`src/rtl/x_pkg.sv`:
```
// Shared switch-fabric definitions: packet widths, field offsets
// and the VC index type used by initiator and target units.
package x_pkg;

    localparam int VCN_DFLT = 2;

    typedef logic [$clog2(VCN_DFLT)-1:0] vc_idx_t;

    // Request: {dst, src, wr, vc, adr, stb, dat, sb}
    function automatic int tp_w(
        int n, int m, int vcb, int a, int d, int sb
    );
        return m + n + 1 + vcb + a + d / 8 + d + sb;
    endfunction

    // Response: {dst, src, vc, dat, rsb}
    function automatic int rp_w(
        int n, int m, int vcb, int d, int rsb
    );
        return n + m + vcb + d + rsb;
    endfunction

    function automatic int rp_dat_lsb(int rsb);
        return rsb;
    endfunction

    function automatic int rp_vc_lsb(int d, int rsb);
        return rsb + d;
    endfunction

    function automatic int rp_src_lsb(int vcb, int d, int rsb);
        return rsb + d + vcb;
    endfunction

    function automatic int rp_dst_lsb(
        int m, int vcb, int d, int rsb
    );
        return rsb + d + vcb + m;
    endfunction

endpackage

```
`src/rtl/x_init_unit_if.sv`:
```
// Master-side and switch-side handshake bundle of the
// initiator unit.
interface x_init_unit_if
    import x_pkg::*;
#(
    parameter int N   = 2,
    parameter int M   = 3,
    parameter int A   = 19,
    parameter int D   = 32,
    parameter int DA  = 32,
    parameter int VCN = 2,
    parameter int SB  = 4,
    parameter int RSB = 2
);
    localparam int VCB = $clog2(VCN);
    localparam int TP  = tp_w(N, M, VCB, A, D, SB);
    localparam int RP  = rp_w(N, M, VCB, D, RSB);

    logic             m_req_vld;
    logic             m_req_gnt;
    logic [VCB-1:0]   m_req_vc;
    logic             m_req_wr;
    logic [DA-1:0]    m_req_adr;
    logic [D/8-1:0]   m_req_stb;
    logic [D-1:0]     m_req_dat;
    logic [SB-1:0]    m_req_sb;

    logic             i_vld;
    logic             i_gnt;
    logic [TP-1:0]    i_pld;

    logic             r_vld;
    logic             r_gnt;
    logic [RP-1:0]    r_pld;

    logic             m_rsp_vld;
    logic             m_rsp_gnt;
    logic [VCB-1:0]   m_rsp_vc;
    logic [M-1:0]     m_rsp_src;
    logic [D-1:0]     m_rsp_dat;
    logic [RSB-1:0]   m_rsp_sb;

    modport slave (
        input  m_req_vld, m_req_vc, m_req_wr, m_req_adr,
        input  m_req_stb, m_req_dat, m_req_sb,
        input  i_gnt, r_vld, r_pld, m_rsp_gnt,
        output m_req_gnt, i_vld, i_pld, r_gnt,
        output m_rsp_vld, m_rsp_vc, m_rsp_src,
        output m_rsp_dat, m_rsp_sb
    );

    modport master (
        output m_req_vld, m_req_vc, m_req_wr, m_req_adr,
        output m_req_stb, m_req_dat, m_req_sb,
        output i_gnt, r_vld, r_pld, m_rsp_gnt,
        input  m_req_gnt, i_vld, i_pld, r_gnt,
        input  m_rsp_vld, m_rsp_vc, m_rsp_src,
        input  m_rsp_dat, m_rsp_sb
    );

endinterface

```
`src/rtl/x_reg_slice.sv`:
```
// One-entry full-throughput register slice; the payload only
// loads when empty or draining, so it holds while stalled.
module x_reg_slice #(
    parameter int W = 8
) (
    input  logic         clk,
    input  logic         rstn,
    input  logic         up_vld,
    output logic         up_rdy,
    input  logic [W-1:0] up_dat,
    output logic         dn_vld,
    input  logic         dn_rdy,
    output logic [W-1:0] dn_dat
);

    logic         vld;
    logic [W-1:0] dat;

    assign up_rdy = !vld || dn_rdy;
    assign dn_vld = vld;
    assign dn_dat = dat;

    always_ff @(posedge clk or negedge rstn) begin
        if (!rstn) begin
            vld <= 1'b0;
            dat <= '0;
        end else if (up_rdy) begin
            vld <= up_vld;
            if (up_vld) begin
                dat <= up_dat;
            end
        end
    end

endmodule

```
`src/rtl/x_init_unit.sv`:
```
// Initiator endpoint: packs master requests into switch packets,
// unpacks responses and limits outstanding transactions per VC.
module x_init_unit
    import x_pkg::*;
#(
    parameter int N   = 2,
    parameter int M   = 3,
    parameter int A   = 19,
    parameter int D   = 32,
    parameter int DA  = 32,
    parameter int VCN = 2,
    parameter int SB  = 4,
    parameter int RSB = 2,
    parameter int OT  = 4,
    parameter int ID  = 0
) (
    input  logic clk,
    input  logic rstn,
    x_init_unit_if.slave bus
);

    localparam int VCB = $clog2(VCN);
    localparam int TP  = tp_w(N, M, VCB, A, D, SB);
    localparam int RP  = rp_w(N, M, VCB, D, RSB);
    localparam int CW  = $clog2(OT + 1);
    localparam int RW  = RP - N;

    localparam int DAT_LSB = rp_dat_lsb(RSB);
    localparam int VC_LSB  = rp_vc_lsb(D, RSB);
    localparam int SRC_LSB = rp_src_lsb(VCB, D, RSB);

    logic [CW-1:0]  cnt [VCN];
    logic [VCN-1:0] inc;
    logic [VCN-1:0] dec;

    logic           rq_rdy;
    logic           req_acc;
    logic           rsp_hs;
    logic           has_credit;
    logic [M-1:0]   dst;
    logic [N-1:0]   src;
    logic [TP-1:0]  rq_pld;
    logic [RW-1:0]  rs_in;
    logic [RW-1:0]  rs_out;
    logic           unused_adr;

    assign dst = bus.m_req_adr[DA-1 -: M];
    assign src = N'(ID);
    assign unused_adr = ^bus.m_req_adr[DA-M-1:A];

    assign has_credit    = cnt[bus.m_req_vc] < CW'(OT);
    assign bus.m_req_gnt = rq_rdy && has_credit;
    assign req_acc       = bus.m_req_vld && bus.m_req_gnt;
    assign rsp_hs        = bus.m_rsp_vld && bus.m_rsp_gnt;

    assign rq_pld = {
        dst, src, bus.m_req_wr, bus.m_req_vc,
        bus.m_req_adr[A-1:0], bus.m_req_stb,
        bus.m_req_dat, bus.m_req_sb
    };

    x_reg_slice #(.W(TP)) u_req (
        .clk    (clk),
        .rstn   (rstn),
        .up_vld (req_acc),
        .up_rdy (rq_rdy),
        .up_dat (rq_pld),
        .dn_vld (bus.i_vld),
        .dn_rdy (bus.i_gnt),
        .dn_dat (bus.i_pld)
    );

    // The destination field is ours by construction; drop it.
    assign rs_in = bus.r_pld[RW-1:0];

    x_reg_slice #(.W(RW)) u_rsp (
        .clk    (clk),
        .rstn   (rstn),
        .up_vld (bus.r_vld),
        .up_rdy (bus.r_gnt),
        .up_dat (rs_in),
        .dn_vld (bus.m_rsp_vld),
        .dn_rdy (bus.m_rsp_gnt),
        .dn_dat (rs_out)
    );

    assign bus.m_rsp_src = rs_out[SRC_LSB +: M];
    assign bus.m_rsp_vc  = rs_out[VC_LSB +: VCB];
    assign bus.m_rsp_dat = rs_out[DAT_LSB +: D];
    assign bus.m_rsp_sb  = rs_out[RSB-1:0];

    always_comb begin
        inc = '0;
        dec = '0;
        inc[bus.m_req_vc] = req_acc;
        dec[bus.m_rsp_vc] = rsp_hs;
    end

    always_ff @(posedge clk or negedge rstn) begin
        if (!rstn) begin
            for (int v = 0; v < VCN; v++) begin
                cnt[v] <= '0;
            end
        end else begin
            for (int v = 0; v < VCN; v++) begin
                if (inc[v] && !dec[v]) begin
                    cnt[v] <= cnt[v] + CW'(1);
                end else if (dec[v] && !inc[v]) begin
                    cnt[v] <= cnt[v] - CW'(1);
                end
            end
        end
    end

`ifndef SYNTHESIS
    always @(posedge clk) begin
        if (rstn) begin
            if (bus.r_vld) begin
                assert (bus.r_pld[RP-1 -: N] == N'(ID))
                else $error("response routed to wrong initiator");
            end
            if (rsp_hs) begin
                assert (cnt[bus.m_rsp_vc] != '0)
                else $error("response without outstanding request");
            end
            for (int v = 0; v < VCN; v++) begin
                assert (cnt[v] <= CW'(OT))
                else $error("credit counter overflow");
            end
        end
    end
`endif

endmodule
```
`src/flat_wrapper.sv`:
```
// flat-port wrapper written by rule: the top's interface ports become plain ports
module x_init_unit_flat import x_pkg::*;
#(
    parameter int N   = 2,
    parameter int M   = 3,
    parameter int A   = 19,
    parameter int D   = 32,
    parameter int DA  = 32,
    parameter int VCN = 2,
    parameter int SB  = 4,
    parameter int RSB = 2,
    parameter int OT  = 4,
    parameter int ID  = 0
)
  (clk, rstn, bus_m_req_vld, bus_m_req_vc, bus_m_req_wr, bus_m_req_adr, bus_m_req_stb, bus_m_req_dat, bus_m_req_sb, bus_i_gnt, bus_r_vld, bus_r_pld, bus_m_rsp_gnt, bus_m_req_gnt, bus_i_vld, bus_i_pld, bus_r_gnt, bus_m_rsp_vld, bus_m_rsp_vc, bus_m_rsp_src, bus_m_rsp_dat, bus_m_rsp_sb);
  x_init_unit_if #(.N(N), .M(M), .A(A), .D(D), .DA(DA), .VCN(VCN), .SB(SB), .RSB(RSB)) bus_i ();
  input  logic clk;
  input  logic rstn;
  input wire logic [$bits(bus_i.m_req_vld)-1:0] bus_m_req_vld;
  input wire logic [$bits(bus_i.m_req_vc)-1:0] bus_m_req_vc;
  input wire logic [$bits(bus_i.m_req_wr)-1:0] bus_m_req_wr;
  input wire logic [$bits(bus_i.m_req_adr)-1:0] bus_m_req_adr;
  input wire logic [$bits(bus_i.m_req_stb)-1:0] bus_m_req_stb;
  input wire logic [$bits(bus_i.m_req_dat)-1:0] bus_m_req_dat;
  input wire logic [$bits(bus_i.m_req_sb)-1:0] bus_m_req_sb;
  input wire logic [$bits(bus_i.i_gnt)-1:0] bus_i_gnt;
  input wire logic [$bits(bus_i.r_vld)-1:0] bus_r_vld;
  input wire logic [$bits(bus_i.r_pld)-1:0] bus_r_pld;
  input wire logic [$bits(bus_i.m_rsp_gnt)-1:0] bus_m_rsp_gnt;
  output wire logic [$bits(bus_i.m_req_gnt)-1:0] bus_m_req_gnt;
  output wire logic [$bits(bus_i.i_vld)-1:0] bus_i_vld;
  output wire logic [$bits(bus_i.i_pld)-1:0] bus_i_pld;
  output wire logic [$bits(bus_i.r_gnt)-1:0] bus_r_gnt;
  output wire logic [$bits(bus_i.m_rsp_vld)-1:0] bus_m_rsp_vld;
  output wire logic [$bits(bus_i.m_rsp_vc)-1:0] bus_m_rsp_vc;
  output wire logic [$bits(bus_i.m_rsp_src)-1:0] bus_m_rsp_src;
  output wire logic [$bits(bus_i.m_rsp_dat)-1:0] bus_m_rsp_dat;
  output wire logic [$bits(bus_i.m_rsp_sb)-1:0] bus_m_rsp_sb;
  assign bus_i.m_req_vld = bus_m_req_vld;
  assign bus_i.m_req_vc = bus_m_req_vc;
  assign bus_i.m_req_wr = bus_m_req_wr;
  assign bus_i.m_req_adr = bus_m_req_adr;
  assign bus_i.m_req_stb = bus_m_req_stb;
  assign bus_i.m_req_dat = bus_m_req_dat;
  assign bus_i.m_req_sb = bus_m_req_sb;
  assign bus_i.i_gnt = bus_i_gnt;
  assign bus_i.r_vld = bus_r_vld;
  assign bus_i.r_pld = bus_r_pld;
  assign bus_i.m_rsp_gnt = bus_m_rsp_gnt;
  assign bus_m_req_gnt = bus_i.m_req_gnt;
  assign bus_i_vld = bus_i.i_vld;
  assign bus_i_pld = bus_i.i_pld;
  assign bus_r_gnt = bus_i.r_gnt;
  assign bus_m_rsp_vld = bus_i.m_rsp_vld;
  assign bus_m_rsp_vc = bus_i.m_rsp_vc;
  assign bus_m_rsp_src = bus_i.m_rsp_src;
  assign bus_m_rsp_dat = bus_i.m_rsp_dat;
  assign bus_m_rsp_sb = bus_i.m_rsp_sb;
  x_init_unit #(.N(N), .M(M), .A(A), .D(D), .DA(DA), .VCN(VCN), .SB(SB), .RSB(RSB), .OT(OT), .ID(ID)) u_core (.clk(clk), .rstn(rstn), .bus(bus_i));
endmodule
```
`config.mk`:
```
export PLATFORM = sky130hd
export DESIGN_NAME = x_init_unit_flat
export DESIGN_NICKNAME = d
export VERILOG_FILES = /design/src/rtl/x_pkg.sv /design/src/rtl/x_init_unit_if.sv /design/src/rtl/x_reg_slice.sv /design/src/rtl/x_init_unit.sv /design/src/flat_wrapper.sv
export SDC_FILE = /design/constraint.sdc
export NUM_CORES = 1
export LEC_CHECK = 0
export BUFFER_PORTS_ARGS = -buffer_cell sky130_fd_sc_hd__buf_2
export CORE_ASPECT_RATIO = 1.4
export CORE_MARGIN = 2
export CORE_UTILIZATION = 41
export DETAILED_ROUTE_END_ITERATION = 12
export GPL_TIMING_DRIVEN = 0
export MAX_ROUTING_LAYER = met4
export PLACE_DENSITY = 0.76
export SLEW_MARGIN = 20
export SYNTH_ARGS = -nofsm -noshare
export SYNTH_HDL_FRONTEND = slang
export SYNTH_HIERARCHICAL = 1
export SYNTH_SLANG_ARGS = --single-unit
```
`constraint.sdc`:
```
create_clock -name clk -period 1.9 [get_ports clk]
set_input_delay 0.095 -clock clk [delete_from_list [all_inputs] [get_ports clk]]
set_output_delay 0.095 -clock clk [all_outputs]
set_load 0.03 [all_outputs]
```
# Word level (Yosys, flattened, before mapping)
# Index checks and enable logic that the tools add are counted.
word_totals:
  regBits: 110
  inputBits: 120
  out_inout_bits: 108
  word_cells: 51
classes:
  n_addsub: 4
  magnitude_cmp: 6
  muxes: 11
  bitwise: 3
  reduce_logical: 21
op_table:
  columns: ["op", "count"]
  rows:
  - ["$mux 3", 7]
  - ["$logic_and 1x1->1", 9]
  - ["$add 3x1->3 const B", 2]
  - ["$logic_not 1->1", 6]
  - ["$sub 3x1->3 const B", 2]
  - ["$and 2x2->2", 2]
  - ["$lt 1x2->1 const B", 2]
  - ["$reduce_and 2->1", 2]
  - ["$reduce_bool 2->1", 2]
  - ["$lt 3x3->1 const B", 1]
  - ["$demux 1 s1", 2]
  - ["$ge 1x1->1 const B", 2]
  - ["$ge 2x2->1 const B", 1]
  - ["$logic_or 1x1->1", 2]
  - ["$mux 1", 2]
  - ["$not 1->2", 1]

# Depth between registers and ports, before layout
logic_depth:
  ltp_word: 12
  ltp_mapped: 9
  ltp_nobuf: 9

# Hierarchy
# The synthesis kept the hierarchy.
modules_own_cells:
  columns: ["mod", "n_inst", "cells_each", "area_per_inst_um2", "seq_area_each_um2"]
  rows:
  - ["x_reg_slice (u_core.u_req)", 1, 143, 2697.6, 1676.6]
  - ["x_reg_slice (u_core.u_rsp)", 1, 84, 1551.5, 975.9]
  - ["x_init_unit", 1, 32, 362.8, 150.1]

# Worst setup path before layout
# OpenSTA, ideal clock, no wires.
synth_timing:
  path_kind: "register -> register"
  startpoint: "register u_core.u_req.vld (netlist: u_core/u_req/dn_vld)"
  endpoint: "register u_core/cnt[2] (netlist bit)"
  setup_ns: 0.079
  arrival_ns: 1.878
  t_required_ns: 1.821
  slack_ns: -0.057
  path_stages_with_launch: 10
  path_buffers: 0
  synth_period_minus_slack_ns: 1.957
  path_cell_list: "dfrtp_1 > nand2b_4 > nand2_1 > nor3b_1 > ha_1 > inv_1 > fa_1 > xor2_1 > nor2_1 > xor2_1"
synth_between:
  elab_chain_cells: 8
  word_cells_on_any_way: 10
  cone_classes: "mux (1); bitwise (1); reduce/logical (8)"
synth_rtl:
  columns: ["element", "line", "rtl"]
  rows:
  - ["start, declared", "x_reg_slice.sv:16", "logic vld;"]
  - ["start signal, assigned", "x_reg_slice.sv:28", "vld <= up_vld;"]
  - ["$logic_not 1->1 *", "x_reg_slice.sv:19", "assign up_rdy = !vld || dn_rdy;"]
  - ["$logic_or 1x1->1 *", "x_reg_slice.sv:19", null]
  - ["via u_core.rq_rdy", "x_init_unit.sv:36", "logic rq_rdy;"]
  - ["$logic_and 1x1->1 *", "x_init_unit.sv:52", "assign bus.m_req_gnt = rq_rdy && has_credit;"]
  - ["$logic_and 1x1->1 *", "x_init_unit.sv:53", "assign req_acc = bus.m_req_vld && bus.m_req_gnt;"]
  - ["$and 2x2->2 (no source line) *", null, null]
  - ["$logic_not 1->1", "x_init_unit.sv:108", "end else if (dec[v] && !inc[v]) begin"]
  - ["$logic_and 1x1->1", "x_init_unit.sv:108", null]
  - ["$reduce_bool 2->1 (no source line)", null, null]
  - ["end signal, assigned by index", "x_init_unit.sv:107", "cnt[v] <= cnt[v] + CW'(1);"]
  - ["end signal, assigned by index", "x_init_unit.sv:109", "cnt[v] <= cnt[v] - CW'(1);"]
  - ["end, declared", "x_init_unit.sv:32", "logic [CW-1:0] cnt [VCN];"]
# Mark *: on every way through the listed nets, which the timed path passes. The rest lies on a longest branch.
# A chain may end at the register's enable or synchronous reset.

# Final worst setup path
# Same ends and word-level chain as after synthesis.

==> out/qor.tcl <==
set qor(criticalPathCategory) {register to register}
set qor(dp.final_hpwl_um) 7720
set qor(clock-root-buffer) {sky130_fd_sc_hd__clkbuf_16}
set qor(outcome) {finished, final reports clean}
set qor(drcViolationCount) 0
set qor(netlist-cell-type-count) 24
set qor(critical_path.startpoint_type) {register}
set qor(pwr_cell_area_nw_per_um2) 1470
set qor(start_util_pct) 42.2
set qor(core-area_um2) 10900
set qor(via_total_after_detailed_routing) 3406
set qor(synth.ff_latch_count) 112
set qor(synth_sequential_area_ratio_pct) 60.8
set qor(postRouteAntennaNets) 0
set qor(yosysWarnings) 6
set qor(power.total_w) 0.0107
set qor(fin_crit_sh_pct) 97.1
set qor(finalClockSkew_ns) 0.00935
set qor(io_pins) 228
set qor(post_synth_inst_count) 259
set qor(power.ir.vdd_worst_mv) 0.701
set qor(die_h_um) 129
set qor(critical_path_required_ns) 2.17
set qor(path_type_of_the_worst_min_delay_path) {primary input to register}
set qor(num_antenna_cells) 0
set qor(first_pass_iters) 4
set qor(area_used_by_multi_input_combinational_logic_um2) 1680
set qor(post_route_cells_drive_above_1_share_pct) 61.1
set qor(fin_util_pct) 66.6
set qor(dp_worst_slack_ns) -0.0112
set qor(syn_area_um2) 4610
set qor(grt_max_degree) 71
set qor(cts.reportedPaths.clkPinSlew_ns) 0.08
set qor(first_global_vias) 3840
set qor(grt.total_usage_pct) 20.4
set qor(final.setup.tns_ns) 0
set qor(ff_latch_area_um2) 2800
set qor(slew_viol_final) 0
set qor(cts_tree) {yes}
set qor(final_common_cell) {sky130_fd_sc_hd__buf_2}
set qor(report.final.hold_viol_count) 0
set qor(fmaxAchievable_ghz) 0.542
set qor(synthesis.area_per_instance_um2) 17.8
set qor(cp.arrival_ns) 2.11
set qor(setup-violations-final) 0
set qor(hold_ws_ns) 0.0144
set qor(cap_viol_max_count) 0
set qor(grt_setup_unrepaired) {true}
set qor(cts-htree-levels) 3
set qor(flow.area_growth_from_synthesis_pct) 57.8
set qor(critPathMaxFanout) 3
set qor(placement_rows) 45
set qor(endpoint_kind) {register}
set qor(avgRoutedWirePerCell_um) 16.5
set qor(final_global_route_overflow_total) 0
set qor(nNetsFinal) 716
set qor(worst_slack_ns) 0.0542
set qor(port_buffers) 215
set qor(gp_routability_congestion) 0.751
set qor(die_area_um2) 12100
set qor(grt_antenna_before_repair) 0
set qor(clock_sinks) 112
set qor(nFillCells) 774
set qor(worstSkewPairLatency_ns) 0.35
set qor(dieWidth_um) 93.6
set qor(route.detailed.vias_per_inst) 4.62
set qor(cts_made_buffers) 9
set qor(power.static_leakage_nw) 3.69
set qor(layout_common_cells) {217 x sky130_fd_sc_hd__buf_2, 111 x sky130_fd_sc_hd__dfrtp_1, 102 x sky130_fd_sc_hd__dlygate4sd3_1}
set qor(drt-initial-drc-count) 50
set qor(finalWorstPathRequiredPeriod_ns) 1.85
set qor(postRouteWirelength_um) 12200
set qor(grt_pass1_wl_um) 18700
set qor(max-clock-path-buffers) 2
synth_stat cells:
library cell / number / share of area, %
sky130_fd_sc_hd__inv_1: 3 / 0.24
sky130_fd_sc_hd__mux2_4: 60 / 20
sky130_fd_sc_hd__xnor2_1: 2 / 0.38
sky130_fd_sc_hd__buf_8: 2 / 0.65
sky130_fd_sc_hd__buf_6: 2 / 0.49
sky130_fd_sc_hd__nand2_2: 2 / 0.27
sky130_fd_sc_hd__ha_1: 2 / 0.54
sky130_fd_sc_hd__nand3b_1: 1 / 0.16
sky130_fd_sc_hd__nor2b_1: 1 / 0.14
sky130_fd_sc_hd__nor3_1: 1 / 0.11
sky130_fd_sc_hd__nand3_1: 1 / 0.11
sky130_fd_sc_hd__buf_12: 4 / 1.7
sky130_fd_sc_hd__nand2b_4: 2 / 0.60
sky130_fd_sc_hd__buf_2: 3 / 0.33
sky130_fd_sc_hd__nor3b_1: 1 / 0.16
sky130_fd_sc_hd__mux2_2: 46 / 11
sky130_fd_sc_hd__a211oi_1: 2 / 0.33
sky130_fd_sc_hd__conb_1: 1 / 0.081
sky130_fd_sc_hd__nand2_1: 1 / 0.081
sky130_fd_sc_hd__fa_1: 2 / 0.87
sky130_fd_sc_hd__xor2_1: 4 / 0.76
sky130_fd_sc_hd__dfrtp_1: 112 / 61
sky130_fd_sc_hd__nor2_1: 2 / 0.16
sky130_fd_sc_hd__nand2b_1: 2 / 0.27
power breakdown:
| group | leakage (nW) | switching [W] | total, W | internal, W |
|---|---|---|---|---|
| Clock | 0.145 | 0.000909 | 0.00187 | 0.000961 |
| Combinational | 2.23 | 0.00289 | 0.00501 | 0.00212 |
| Sequential | 1.31 | 0.000522 | 0.00382 | 0.00330 |
| Total | 3.69 | 0.00432 | 0.0107 | 0.00638 |
repair_timing:
item / in CTS / in global routing
hold endpoints to repair: 143 / 0
hold buffers: 102 / 0
pin swaps: 1 / 6
gates resized for setup: 3 / 4
buffers inserted: 1 / 2
endpoints found under the setup margin: 2 / 43
critical path, cell delays in order (launching register included):
cell                       delay, ns
sky130_fd_sc_hd__dfrtp_2        0.43
sky130_fd_sc_hd__nand2b_4       0.08
sky130_fd_sc_hd__nand2_4        0.06
sky130_fd_sc_hd__nor3b_2        0.19
sky130_fd_sc_hd__ha_2           0.21
sky130_fd_sc_hd__inv_2          0.04
sky130_fd_sc_hd__fa_2           0.35
sky130_fd_sc_hd__xor2_1         0.14
sky130_fd_sc_hd__nor2_1         0.12
sky130_fd_sc_hd__xor2_1         0.15
worst paths after layout:
check                                                         start  slack [ns]                             endpoint  cells after the start
worst max-delay path                u_core/u_req/dn_vld$_DFFE_PN0P_        0.05            u_core/cnt[2]$_DFFE_PN0P_                      9
worst min-delay path                               bus_m_req_dat[6]        0.01  u_core/u_req/dn_dat[10]$_DFFE_PN0P_                      2
worst max register to register      u_core/u_req/dn_vld$_DFFE_PN0P_        0.05            u_core/cnt[2]$_DFFE_PN0P_                      9
worst min register to register  u_core/u_req/dn_dat[21]$_DFFE_PN0P_        0.50  u_core/u_req/dn_dat[21]$_DFFE_PN0P_                      1
max in group asynchronous                                      rstn        0.96      u_core/u_req/dn_vld$_DFFE_PN0P_                      3
min in group asynchronous                                      rstn        0.23  u_core/u_req/dn_dat[50]$_DFFE_PN0P_                      2
state kept, by name (all words and copies together) (netlist names):
signal and count:
u_core/u_req/dn_vld 1, u_core/u_req/dn_dat 66, u_core/u_rsp/dn_dat 38, u_core/u_rsp/dn_vld 1
u_core/cnt 6
layout make-up:
cell class | instances | share of cell area [%]
timing repair buffer | 321 | 29.6
tap | 141 | 2.42
clock inverter | 6 | 0.877
sequential | 112 | 38.5
clock buffer | 10 | 3.28
multi-input combinational | 134 | 23.1
buffer | 11 | 2.03
inverter | 3 | 0.155
per-layer routing:
metal	global-route usage (%)	wire [um]
met1	20.9	4440
met2	37.8	6720
met5	-	0
met4	9.12	361
met3	3.49	663
through the flow:
step / cells / cell area [um2]
floorplan: 260 / 4620
global placement: 616 / 5880
detailed placement: 617 / 5910
CTS: 736 / 7250
global route: 738 / 7280
finish: 738 / 7280
cells by family (layout without fill, tap and decap cells):
group | Yosys count | after routing | synth area share [%]
xor+xnor | 6 | 6 | 1.14
flops | 112 | 112 | 60.8
buf+inv | 14 | 351 | 3.45
simple gates | 14 | 14 | 2.06
fa+ha+maj | 4 | 4 | 1.41
other cells | 1 | 2 | 0.0813
mux | 106 | 106 | 30.8
compound gates | 2 | 2 | 0.325
Note: power is estimated with default switching activity, not from simulation.
